### config.mk
export PLATFORM = sky130hd
export DESIGN_NAME = mac_unit
export DESIGN_NICKNAME = d
export VERILOG_FILES = /design/src/rtl/mac_pkg.sv /design/src/rtl/mac_unit_mulxx.sv /design/src/rtl/mac_unit.sv
export SDC_FILE = /design/constraint.sdc
export NUM_CORES = 1
export LEC_CHECK = 0
export CAP_MARGIN = 20
export CORE_MARGIN = 8
export CORE_UTILIZATION = 40
export DETAILED_ROUTE_END_ITERATION = 16
export HOLD_SLACK_MARGIN = 0.08
export PLACE_DENSITY = 0.58
export SYNTH_ARGS = -nofsm -noshare
export SYNTH_HDL_FRONTEND = slang
export SYNTH_SLANG_ARGS = --single-unit
### constraint.sdc
create_clock -name clock -period 14.85 [get_ports clock]
set_input_delay 2.2275 -clock clock [delete_from_list [all_inputs] [get_ports clock]]
set_output_delay 2.2275 -clock clock [all_outputs]
set_load 0.01 [all_outputs]
### src/rtl/mac_pkg.sv
// Shared opcodes, limits and saturation helper for the MAC pipeline.
package mac_pkg;

    localparam logic [1:0] MAC_OP_MUL = 2'd0;
    localparam logic [1:0] MAC_OP_MAC = 2'd1;
    localparam logic [1:0] MAC_OP_MSU = 2'd2;
    localparam logic [1:0] MAC_OP_CLR = 2'd3;

    localparam int unsigned MAC_SHIFT_MAX = 18;

    // Clamp a signed value into the signed range of a given bit width.
    function automatic logic signed [63:0] saturate(input logic signed [63:0] value,
                                                     input int unsigned width);
        logic signed [63:0] hi;
        logic signed [63:0] lo;
        hi = (64'sd1 <<< (width - 1)) - 64'sd1;
        lo = -(64'sd1 <<< (width - 1));
        if (value > hi) begin
            return hi;
        end
        if (value < lo) begin
            return lo;
        end
        return value;
    endfunction

endpackage

### src/rtl/mac_unit_mulxx.sv
// Combinational multiplier with per-operand signedness and a right-shifted,
// truncated WORD_SIZE product.
module mulxx #(
    parameter int unsigned WORD_SIZE = 18
) (
    input  logic [WORD_SIZE-1:0] x,
    input  logic [WORD_SIZE-1:0] y,
    input  logic                 signx,
    input  logic                 signy,
    input  logic [4:0]           shift,
    output logic [WORD_SIZE-1:0] res
);

    // Two guard bits keep a mixed signed/unsigned product exact.
    localparam int unsigned PW = 2 * WORD_SIZE + 2;

    logic signed [PW-1:0] xe;
    logic signed [PW-1:0] ye;
    logic signed [PW-1:0] full;

    // Extend operands, multiply, arithmetic-shift and truncate.
    always_comb begin
        xe   = {{(PW - WORD_SIZE){signx & x[WORD_SIZE-1]}}, x};
        ye   = {{(PW - WORD_SIZE){signy & y[WORD_SIZE-1]}}, y};
        full = xe * ye;
        res  = WORD_SIZE'(full >>> shift);
    end

endmodule

### src/rtl/mac_unit.sv
// Two-stage multiply-accumulate: S1 holds the command and feeds mulxx,
// OUT holds the saturating accumulator and the clamped result.
module mac_unit
    import mac_pkg::*;
#(
    parameter int unsigned WORD_SIZE = 18,
    parameter int unsigned ACC_SIZE  = 24
) (
    input  logic                 clock,
    input  logic                 reset,
    input  logic                 in_valid,
    output logic                 in_ready,
    input  logic [1:0]           op,
    input  logic [WORD_SIZE-1:0] r0,
    input  logic [WORD_SIZE-1:0] r1,
    input  logic [4:0]           shift,
    input  logic                 signx,
    input  logic                 signy,
    output logic                 out_valid,
    input  logic                 out_ready,
    output logic [WORD_SIZE-1:0] res,
    output logic                 acc_ovf
);

    localparam int unsigned SUM_W = ACC_SIZE + 1;

    logic                        s1_valid;
    logic [1:0]                  s1_op;
    logic [WORD_SIZE-1:0]        s1_r0;
    logic [WORD_SIZE-1:0]        s1_r1;
    logic [4:0]                  s1_shift;
    logic                        s1_signx;
    logic                        s1_signy;

    logic signed [ACC_SIZE-1:0]  acc;
    logic [WORD_SIZE-1:0]        prod;

    logic                        advance;
    logic                        accept;
    logic                        sext;
    logic signed [ACC_SIZE-1:0]  p_ext;
    logic signed [SUM_W-1:0]     acc_w;
    logic signed [SUM_W-1:0]     p_w;
    logic signed [SUM_W-1:0]     sum;
    logic signed [63:0]          sum_sat;
    logic signed [ACC_SIZE-1:0]  acc_next;
    logic                        ovf_base;
    logic                        ovf_next;
    logic [WORD_SIZE-1:0]        res_next;

    mulxx #(
        .WORD_SIZE (WORD_SIZE)
    ) u_mulxx (
        .x     (s1_r0),
        .y     (s1_r1),
        .signx (s1_signx),
        .signy (s1_signy),
        .shift (s1_shift),
        .res   (prod)
    );

    // Handshake: OUT can take a new value unless it is holding one under backpressure.
    always_comb begin
        advance  = !out_valid || out_ready;
        in_ready = !s1_valid || advance;
        accept   = in_valid && in_ready;
    end

    // Extend the product, apply the op at ACC_SIZE+1 bits and saturate twice.
    always_comb begin
        sext     = s1_signx | s1_signy;
        p_ext    = {{(ACC_SIZE - WORD_SIZE){sext & prod[WORD_SIZE-1]}}, prod};
        acc_w    = SUM_W'(acc);
        p_w      = SUM_W'(p_ext);
        sum      = '0;
        ovf_base = acc_ovf;
        case (s1_op)
            MAC_OP_MUL: begin
                sum      = p_w;
                ovf_base = 1'b0;
            end
            MAC_OP_MAC: sum = acc_w + p_w;
            MAC_OP_MSU: sum = acc_w - p_w;
            default: begin
                sum      = '0;
                ovf_base = 1'b0;
            end
        endcase
        sum_sat  = saturate(64'(sum), ACC_SIZE);
        acc_next = ACC_SIZE'(sum_sat);
        ovf_next = ovf_base | (sum_sat != 64'(sum));
        res_next = WORD_SIZE'(saturate(64'(acc_next), WORD_SIZE));
    end

    // Pipeline registers: S1 refills whenever it can, OUT loads when S1 is full and OUT can advance.
    always_ff @(posedge clock) begin
        if (reset) begin
            s1_valid  <= 1'b0;
            s1_op     <= MAC_OP_MUL;
            s1_r0     <= '0;
            s1_r1     <= '0;
            s1_shift  <= '0;
            s1_signx  <= 1'b0;
            s1_signy  <= 1'b0;
            out_valid <= 1'b0;
            acc       <= '0;
            res       <= '0;
            acc_ovf   <= 1'b0;
        end else begin
            if (in_ready) begin
                s1_valid <= accept;
            end
            if (accept) begin
                s1_op    <= op;
                s1_r0    <= r0;
                s1_r1    <= r1;
                s1_shift <= (shift > 5'(MAC_SHIFT_MAX)) ? 5'(MAC_SHIFT_MAX) : shift;
                s1_signx <= signx;
                s1_signy <= signy;
            end
            if (s1_valid && advance) begin
                out_valid <= 1'b1;
                acc       <= acc_next;
                res       <= res_next;
                acc_ovf   <= ovf_next;
            end else if (advance) begin
                out_valid <= 1'b0;
            end
        end
    end

endmodule
=== Yosys cells after proc, flatten, opt, wreduce, memory -nomap -nowiden ===
Index checks and enable logic that the tools add are counted.
Widths: inputs -> output; s select.

* Flip-flop bits (word level): 90

* Add/sub/neg operators: 2
* $mul: 1
* $lt $le $gt $ge: 5
* Eq/ne operators: 3
* Shifts and indexed selects: 1
* Multiplexer cells: 19
* Bitwise gates (word level): 5
* Reductions and logical operators: 9

{| class="wikitable"
|+ Operators with widths
! cell !! number
|-
| $mux 64 || 4
|-
| $pmux 25 s3 || 1
|-
| $mux 18 || 4
|-
| $ne 64x25->1 || 1
|-
| $mul 19x19->38 || 1
|-
| $sshr 38x5->18 || 1
|-
| $add 24x19->25 || 1
|-
| $gt 25x24->1 const B || 1
|-
| $lt 25x24->1 const B || 1
|-
| $sub 24x19->25 || 1
|-
| $gt 24x18->1 const B || 1
|-
| $lt 24x18->1 const B || 1
|-
| $mux 1 || 9
|-
| $gt 5x5->1 const B || 1
|-
| $mux 5 || 1
|-
| $and 1x1->1 || 3
|-
| $eq 2x1->1 const B || 1
|-
| $eq 2x2->1 const B || 1
|-
| $logic_and 1x1->1 || 2
|-
| $logic_not 1->1 || 2
|-
| $logic_not 2->1 || 1
|-
| $logic_or 1x1->1 || 2
|-
| $or 1x1->1 || 2
|-
| $reduce_bool 2->1 || 1
|-
| $reduce_or 2->1 || 1
|}

=== Depth between registers and ports, before layout ===
Gate-level depths: netlist (run 1).

* Depth in word-level cells: 16
* Depth in mapped cells: 54
* Depth with buffers taken out: 49

=== Cells and area by module ===
Synthesis (run 1) repeated with hierarchy kept, for this count alone.

* Cells, all modules: 2621
* Area total of the unflattened synthesis: 22133.7 um^2

{| class="wikitable"
|+ Modules (own cells, without submodules)
! module !! times used !! cells an instance !! area each (um^2) !! sequential area each (um^2)
|-
| mulxx || 1 || 1860 || 16298.1 || 0.0
|-
| mac_unit || 1 || 761 || 5835.6 || 1801.7
|}

=== Least setup slack after synthesis (run 1) ===
Ideal clock, no wire load.

* Path type: flip-flop to flip-flop
* Start: reg s1_signx
* End: reg res[8]
* Setup time: 128 ps
* Data arrival time: 12295 ps
* Required time: 14722 ps
* Path slack: 2427 ps
* Cell stages (with the launch flop): 53
* Buffers on the path: 6
* Clock period less this slack: 12423 ps
* Path through: dfxtp_1 clkbuf_1 and2_1 clkbuf_1 nand2_1 inv_1 fa_1 inv_1 fa_1 inv_1 fa_1 inv_1 fa_1 fa_1 inv_1 fa_1 ha_1 ha_1 (+17 left out) xnor2_1 ha_1 a21o_1 a21oi_1 nor2_1 a21oi_1 a31oi_1 and4_1 a2111oi_0 a21oi_1 xnor2_1 inv_1 or3_1 a21oi_1 a211oi_2 o221ai_4 buf_6 o211ai_1

* Longest elaborated chain between the ends: 16

{| class="wikitable"
|+ Ends and longest elaborated chain
! what !! line !! text
|-
| start, declared || mac_unit.sv:32 || <nowiki>logic s1_signx;</nowiki>
|-
| start signal, assigned || mac_unit.sv:118 || <nowiki>s1_signx <= signx;</nowiki>
|-
| $and 1x1->1 || mac_unit_mulxx.sv:23 || <nowiki>xe = {{(PW - WORD_SIZE){signx & x[WORD_SIZE-1]}}, x};</nowiki>
|-
| $mul 19x19->38 || mac_unit_mulxx.sv:25 || <nowiki>full = xe * ye;</nowiki>
|-
| $sshr 38x5->18 || mac_unit_mulxx.sv:26 || <nowiki>res = WORD_SIZE'(full >>> shift);</nowiki>
|-
| $and 1x1->1 || mac_unit.sv:72 || <nowiki>p_ext = {{(ACC_SIZE - WORD_SIZE){sext & prod[WORD_SIZE-1]}}, prod};</nowiki>
|-
| $sub 24x19->25 / $add 24x19->25 (equally long branches) || mac_unit.sv:83, mac_unit.sv:82 ||
|-
| $pmux 25 s3 (*) || mac_unit.sv:77 || <nowiki>case (s1_op)</nowiki>
|-
| $lt 25x24->1 || mac_pkg.sv:21 || <nowiki>if (value < lo) begin</nowiki>
|-
| $mux 1 (2 in a row) || mac_pkg.sv:21 ||
|-
| $mux 64 || mac_pkg.sv:24 || <nowiki>return value;</nowiki>
|-
| $mux 64 (*) || mac_pkg.sv:21 ||
|-
| $lt 24x18->1 || mac_pkg.sv:21 ||
|-
| $mux 1 (2 in a row) || mac_pkg.sv:21 ||
|-
| $mux 18 || mac_pkg.sv:24 ||
|-
| $mux 18 (*) || mac_pkg.sv:21 ||
|-
| end signal, assigned || mac_unit.sv:124 || <nowiki>res <= res_next;</nowiki>
|-
| end, declared || mac_unit.sv:21 || <nowiki>output logic [WORD_SIZE-1:0] res,</nowiki>
|}

Every way passes the cells marked *; elsewhere a longest branch is shown, timed or not. The select of a mux whose other input is x is not followed.
A chain may end at the register's enable or synchronous reset.

=== Worst setup path after layout (run 1) ===
* Start: reg s1_r1[10]
* End: reg acc[2]

* Longest elaborated chain between the ends: 10

{| class="wikitable"
|+ Ends and longest elaborated chain
! what !! line !! text
|-
| start, declared || mac_unit.sv:30 || <nowiki>logic [WORD_SIZE-1:0] s1_r1;</nowiki>
|-
| start signal, assigned || mac_unit.sv:116 || <nowiki>s1_r1 <= r1;</nowiki>
|-
| $mul 19x19->38 (*) || mac_unit_mulxx.sv:25 ||
|-
| $sshr 38x5->18 (*) || mac_unit_mulxx.sv:26 ||
|-
| $and 1x1->1 || mac_unit.sv:72 ||
|-
| $sub 24x19->25 / $add 24x19->25 (equally long branches) || mac_unit.sv:83, mac_unit.sv:82 ||
|-
| $pmux 25 s3 (*) || mac_unit.sv:77 ||
|-
| $lt 25x24->1 || mac_pkg.sv:21 ||
|-
| $mux 1 (2 in a row) || mac_pkg.sv:21 ||
|-
| $mux 64 || mac_pkg.sv:24 ||
|-
| $mux 64 (*) || mac_pkg.sv:21 ||
|-
| end signal, assigned || mac_unit.sv:123 || <nowiki>acc <= acc_next;</nowiki>
|-
| end, declared || mac_unit.sv:35 || <nowiki>logic signed [ACC_SIZE-1:0] acc;</nowiki>
|}

Marks and branches as above.

==> impl_metrics.py, run 1 <==
metrics = {
    "synthesis": {
        "ys_warn_count": 0,
        "synth-edff-count": 0,
        "async_flop_share": 0,
        "synthesis.area_sq_um": 21600,
        "synth_mux_area_frac": 0.0237,
        "synth-simple-area-share": 0.190,
        "yosys.area_share.xor_xnor": 0.0288,
        "synth_compound_area_frac": 0.158,
        "ys_types": 89,
        "postSynthAreaPerCell_sq_um": 8.41,
        "synth_top_area_frac": 0.344,
        "netlist_instances": 2564,
        "ys_seq_area_frac": 0.0835,
        "synth_top_family_by_area": "adder cells",
        "synthFlopType": "dfxtp_1",
        "ys_ff_latch": 90,
        "synth.net_count": 3123,
        "synth_fa_ha_area_frac": 0.425,
        "synth_top_area_cell": "fa_1",
        "synthTopCellsByArea": "fa_1, dfxtp_1, ha_1",
    },
    "power": {
        "power_mw": 1.44,
        "clkPwrFrac": 0.183,
        "powerDensity_nw_per_um2": 62.3,
        "swShare": 0.485,
        "peakVddDrop_mv": 0.0683,
        "p_int_uw": 740,
        "p_leak_nw": 9.48,
        "pwr-share-comb": 0.603,
        "pwr-share-seq": 0.214,
        "p_sw_uw": 697,
    },
    "critical_path": {
        "reg2reg_slack_ns": 0.84,
        "cpPeakStageDelay_ns": 0.92,
        "cp-end-kind": "register",
        "cp_data_arrival_time_ns": 14.31,
        "crit_fanout": 22,
        "criticalPathCategory": "register to register",
        "crit_required_ns": 15.15,
        "slowest_stage": "dfxtp_1",
        "startpoint_type": "register",
        "cpMostUsedCell": "fa_1",
    },
    "final_layout": {
        "drive_gt1_frac": 0.0532,
        "area_growth_pct": 6.94,
        "fin_nets": 3075,
        "final_util": 0.430,
    },
    "sta": {
        "slew_headroom": 0.300,
        "fmax_ghz": 0.0714,
        "hold_viol_final": 0,
        "maxSlewViolCount": 0,
        "finalWorstSetupSlack_ns": 0.845,
        "fin_setup_tns_ns": 0,
        "setup_viol": 0,
        "skew_ns": 0.0206,
        "fin_crit_sh": 0.943,
        "worst_pin_slew_ns": 1.05,
        "rsz0062_at_grt": "false",
        "fin_crit_ns": 14.01,
    },
    "clocking": {
        "clk_pin_slew_worst_paths_ns": 0.09,
        "cts_tree": "done",
        "hold_buffers": 0,
        "root_buffer": "clkbuf_16",
        "cts_htree_levels": 3,
        "clk_path_buf_depth": 2,
        "cts_buffers": 9,
        "clock-sinks": 90,
        "clkLatencyLatePin_ns": 0.41,
    },
    "global_routing": {
        "grt_usage": 0.213,
        "grt_pass1_vias": 18699,
        "antenna_found_initial": 3,
        "grt_max_degree": 69,
        "grt_overflow": 0,
        "grt_pass1_wl_um": 104000,
    },
    "die": {
        "ios": 70,
        "die_area_sq_um": 61600,
        "core_sq_um": 53600,
        "die_w_um": 248,
        "placementRows": 85,
        "start_util": 0.402,
        "fp.dieH_um": 248,
    },
    "drt": {
        "wl_um": 63400,
        "num_vias": 17978,
        "drc": 0,
        "drt_iter0_markers": 1322,
        "firstDrtPassIters": 5,
        "wire_per_inst_um": 19.7,
        "ant_nets": 0,
        "viasPerCell": 5.58,
    },
    "job": {
        "maxCapViolCount": 0,
    },
    "placement": {
        "dp_hpwl_um": 50800,
        "pre_cts_ws_ns": 0.315,
        "gp_congestion": 0.917,
        "portBuffers": 69,
    },
    "outcome": {
        "status": "finished, final reports clean",
    },
    "worst_hold_path": {
        "holdCritPathClass": "register to register",
    },
}
## flip-flops by register name, summed over array words and instances, names as in the netlist
name,cells
acc,24
res,18
s1_r0,18
s1_r1,18
s1_shift,5
s1_op,2
acc_ovf,1
out_valid,1
s1_signx,1
s1_signy,1
s1_valid,1
## layer usage
layer  global-route usage  share of wire
met3               0.0419          0.064
met5                    0        0.00021
met2                0.346           0.47
met1                0.291           0.44
met4               0.0538          0.022
## stage by stage
step / instance area (sq um) / std cells / hold WS [ns]
after global placement: 22700 / 3200 / 0.456
after floorplan: 21600 / 2564 / 0.445
final: 23100 / 3219 / 0.481
after CTS: 23000 / 3217 / 0.477
after detailed placement: 22700 / 3201 / 0.463
after global routing: 23100 / 3217 / 0.503
## power groups by stage
stage          Clock [mW]  Sequential (mW)  Combinational (mW)
2_1_floorplan           0            0.289               0.631
3_3_place_gp            0            0.312               0.845
3_5_place_dp            0            0.311               0.854
4_1_cts             0.271            0.307               0.864
5_1_grt             0.278            0.311               0.963
6_report            0.262            0.307               0.867
## synth_stat cells (12+ instances only)
cell type and instances:
o22ai_1 15, xnor2_1 55, mux2i_1 23, o211ai_1 38, and2_1 170, ha_1 139, a21o_1 20, a211oi_1 36
or3_1 14, or2_2 22, o21ai_0 64, a21oi_1 141, nor2_1 127, mux2_2 13, xor2_1 16, dfxtp_1 90
fa_1 371, nand2_1 378, clkbuf_1 142, nor3_1 22, nor2b_1 14, and3_1 19, nand3_1 23, nand2b_1 12
inv_1 354
## final timing paths
| check | start | to | cells after the start |
|---|---|---|---|
| max reg2reg | s1_r1[10] | acc[2] | 41 |
| min reg2reg | res[17] | res[17] | 2 |
| max | s1_r1[10] | acc[2] | 41 |
| min | res[17] | res[17] | 2 |
## what timing repair did
action,in CTS,in global routing
setup endpoints to repair,0,40
gates resized for setup,0,11
setup buffers,0,0
## worst max-delay path, delay by kind of cell (launching register included)
| family | cells | cell delay, ns |
|---|---|---|
| compound gates | 15 | 4.00 |
| xor+xnor | 2 | 0.36 |
| fa+ha+maj | 9 | 4.18 |
| buf+inv | 1 | 0.04 |
| flops | 1 | 0.92 |
| mux | 2 | 0.92 |
| simple gates | 12 | 3.44 |
## kinds of logic (layout without fill, tap and decap cells)
| family | after synthesis | in the layout |
|---|---|---|
| XOR/XNOR | 71 | 71 |
| flip-flops | 90 | 90 |
| adder cells (fa/ha/maj) | 510 | 510 |
| AND/OR/NAND/NOR | 850 | 850 |
| AO/OA/AOI/OAI | 486 | 486 |
| other | 0 | 2 |
| multiplexers | 42 | 42 |
| buffers and inverters | 515 | 472 |
## area by class of cell
class                           instances  area, sq um
Fill cell                            5368        30500
Inverter                              355         1330
Antenna cell                            2         5.00
Tap cell                              696          871
Timing Repair Buffer                  101          926
Clock buffer                            9          225
Multi-Input combinational cell       1959        17800
Clock inverter                          7         81.3
Sequential cell                        90         1810
## cells in the final DEF (no fill, tap or decap), drive strengths merged, types with 8 or more instances in the layout
cell type and n:
nand2 378, fa 371, inv 358, and2 170, a21oi 142, ha 139
nor2 127, dfxtp 90, o21ai 70, clkdlybuf4s50 68, xnor2 55, o211ai 39
a211oi 38, buf 33, or2 25, nand3 24, nor3 24, mux2i 23
a21o 20, and3 20, xor2 16, o22ai 15, or3 14, nor2b 14
mux2 13, nand2b 12, o31ai 12, a31oi 12, o221ai 12, o21bai 10
o21a 10, o2111ai 10, nor4 10, a211o 9, clkbuf 9, nand4 8
or4 8, o311ai 8, a311oi 8, a2111oi 8
Power figures use the tool's default switching activity.
==> run 2, diff against run 1 <==
--- a/config.mk
+++ b/config.mk
@@ -8,9 +8,10 @@
 export CAP_MARGIN = 20
 export CORE_MARGIN = 8
 export CORE_UTILIZATION = 40
+export CTS_CLUSTER_DIAMETER = 60
 export DETAILED_ROUTE_END_ITERATION = 16
 export HOLD_SLACK_MARGIN = 0.08
-export PLACE_DENSITY = 0.58
+export PLACE_DENSITY = 0.6
 export SYNTH_ARGS = -nofsm -noshare
 export SYNTH_HDL_FRONTEND = slang
 export SYNTH_SLANG_ARGS = --single-unit
==> constraint.sdc (replaced) <==
create_clock -name clock -period 12.2 [get_ports clock]
set_input_delay 1.83 -clock clock [delete_from_list [all_inputs] [get_ports clock]]
set_output_delay 1.83 -clock clock [all_outputs]
set_load 0.01 [all_outputs]
==> impl_metrics.py, run 2 (synthesis gave the netlist of run 1 again) <==
metrics = {
    "die": {
        "fp.dieH_um": 248,
        "start_util": 0.402,
        "die_w_um": 248,
        "ios": 70,
        "placementRows": 85,
        "die_area_sq_um": 61600,
        "core_sq_um": 53600,
    },
    "sta": {
        "fin_crit_ns": 11.70,
        "worst_pin_slew_ns": 1.03,
        "hold_viol_final": 0,
        "maxSlewViolCount": 0,
        "setup_viol": 0,
        "fin_crit_sh": 0.959,
        "fmax_ghz": 0.0855,
        "skew_ns": 0.0150,
        "finalWorstSetupSlack_ns": 0.499,
        "slew_headroom": 0.311,
    },
    "clocking": {
        "clk_path_buf_depth": 2,
        "cts_htree_levels": 3,
        "clock-sinks": 90,
        "cts_tree": "done",
        "root_buffer": "clkbuf_16",
        "clkLatencyLatePin_ns": 0.39,
        "clk_pin_slew_worst_paths_ns": 0.09,
        "cts_buffers": 9,
        "hold_buffers": 0,
    },
    "placement": {
        "dp_hpwl_um": 51200,
        "pre_cts_ws_ns": -0.353,
        "gp_congestion": 0.921,
        "post_dp_cell_area_sq_um": 23700,
        "portBuffers": 69,
    },
    "drt": {
        "firstDrtPassIters": 5,
        "drt_iter0_markers": 1312,
        "ant_nets": 0,
        "wire_per_inst_um": 18.9,
        "viasPerCell": 5.56,
        "wl_um": 63700,
        "drc": 0,
        "num_vias": 18698,
    },
    "final_layout": {
        "final_cell_mix": "nand2_1, fa_1, inv_1",
        "antenna_cells": 0,
        "largest-register": "acc",
        "layout_commonest_cell": "nand2_1",
        "drive_gt1_frac": 0.141,
        "fin_nets": 3220,
        "area_growth_pct": 14.6,
        "largest_reg_flops": 24,
        "final_cell_area_sq_um": 24700,
        "final_util": 0.461,
    },
    "global_routing": {
        "grt_max_degree": 56,
        "grt_overflow": 0,
        "grt_pass1_wl_um": 104000,
        "grt_pass1_vias": 19385,
        "antenna_found_initial": 1,
        "grt_usage": 0.209,
    },
    "critical_path": {
        "ff2ff_path_depth": 47,
        "cp_data_arrival_time_ns": 12.01,
        "crit_fanout": 17,
        "criticalPathCategory": "register to register",
        "startpoint_type": "register",
        "crit_required_ns": 12.51,
        "cpMostUsedCell": "fa_1",
        "cp-end-kind": "register",
        "cpPeakStageDelay_ns": 0.58,
        "slowest_stage": "fa_1",
    },
    "outcome": {
        "status": "finished, final reports clean",
    },
    "worst_hold_path": {
        "whs_path_depth": 2,
        "holdCritPathClass": "register to register",
    },
    "power": {
        "p_leak_nw": 10.3,
        "peakVddDrop_mv": 0.114,
        "powerDensity_nw_per_um2": 76.4,
    },
    "job": {
        "maxCapViolCount": 0,
    },
}
-- run 2: cell types whose count changed in the layout (fill, tap and decap cells not counted), sizes merged --
cell | previous run | this run
inv | 358 | 357
o21ai | 70 | 71
diode | 2 | 0
clkinvlp | 0 | 1
buf | 33 | 176
nor3 | 24 | 25
-- run 2: cell type report --
type | count | area (sq um)
fillers | 5327 | 28900
multi-input cells | 1961 | 18300
repair buffers | 244 | 2070
flip-flops and latches | 90 | 1870
inverters | 355 | 1340
well taps | 696 | 871
clock buffers | 9 | 225
clock inverters | 7 | 76.3
-- run 2: worst max-delay path, delay by kind of cell, from the launching register on --
kind,cells,cell delay [ns]
compound gates,13,2.41
xor+xnor,2,0.51
fa+ha+maj,9,3.77
buf+inv,7,0.94
flops,1,0.41
mux,2,0.79
simple gates,14,2.79
-- run 2: path summary, 6_finish.rpt --
check | from | endpoint | slack [ns]
max reg2reg | s1_r1[6] | res[4] | 0.50
min reg2reg | res[17] | res[17] | 0.48
min | res[17] | res[17] | 0.48
max | s1_r1[6] | res[4] | 0.50
-- run 2: report_power, final --
| group | internal, mW | switching [mW] |
|---|---|---|
| combinational | 0.524 | 0.689 |
| clock | 0.146 | 0.167 |
| sequential | 0.324 | 0.0369 |
-- run 2: through the flow --
step	std cells	hold WS [ns]	setup TNS, ns	total power [mW]
after CTS	3339	0.475	0	1.82
after global placement	3316	0.446	-9.51	1.48
after global routing	3362	0.495	-1.66	2.03
after floorplan	2564	0.445	0	1.12
final	3362	0.479	0	1.89
after detailed placement	3318	0.456	-11.11	1.49
-- run 2: routing by layer --
metal	vias up	track usage	routed length [um]
li1	8606	-	-
met1	9424	0.283	28200
met2	584	0.351	30600
met3	84	0.0338	3620
met4	0	0.0443	1300
met5	-	0	0
-- run 2: repair_timing --
item                                    4_1_cts  5_1_grt
resized for setup                            23      128
pin swaps                                     3       25
endpoints found under the setup margin       39       43
cloned                                        1        1
setup buffers                                 4       22
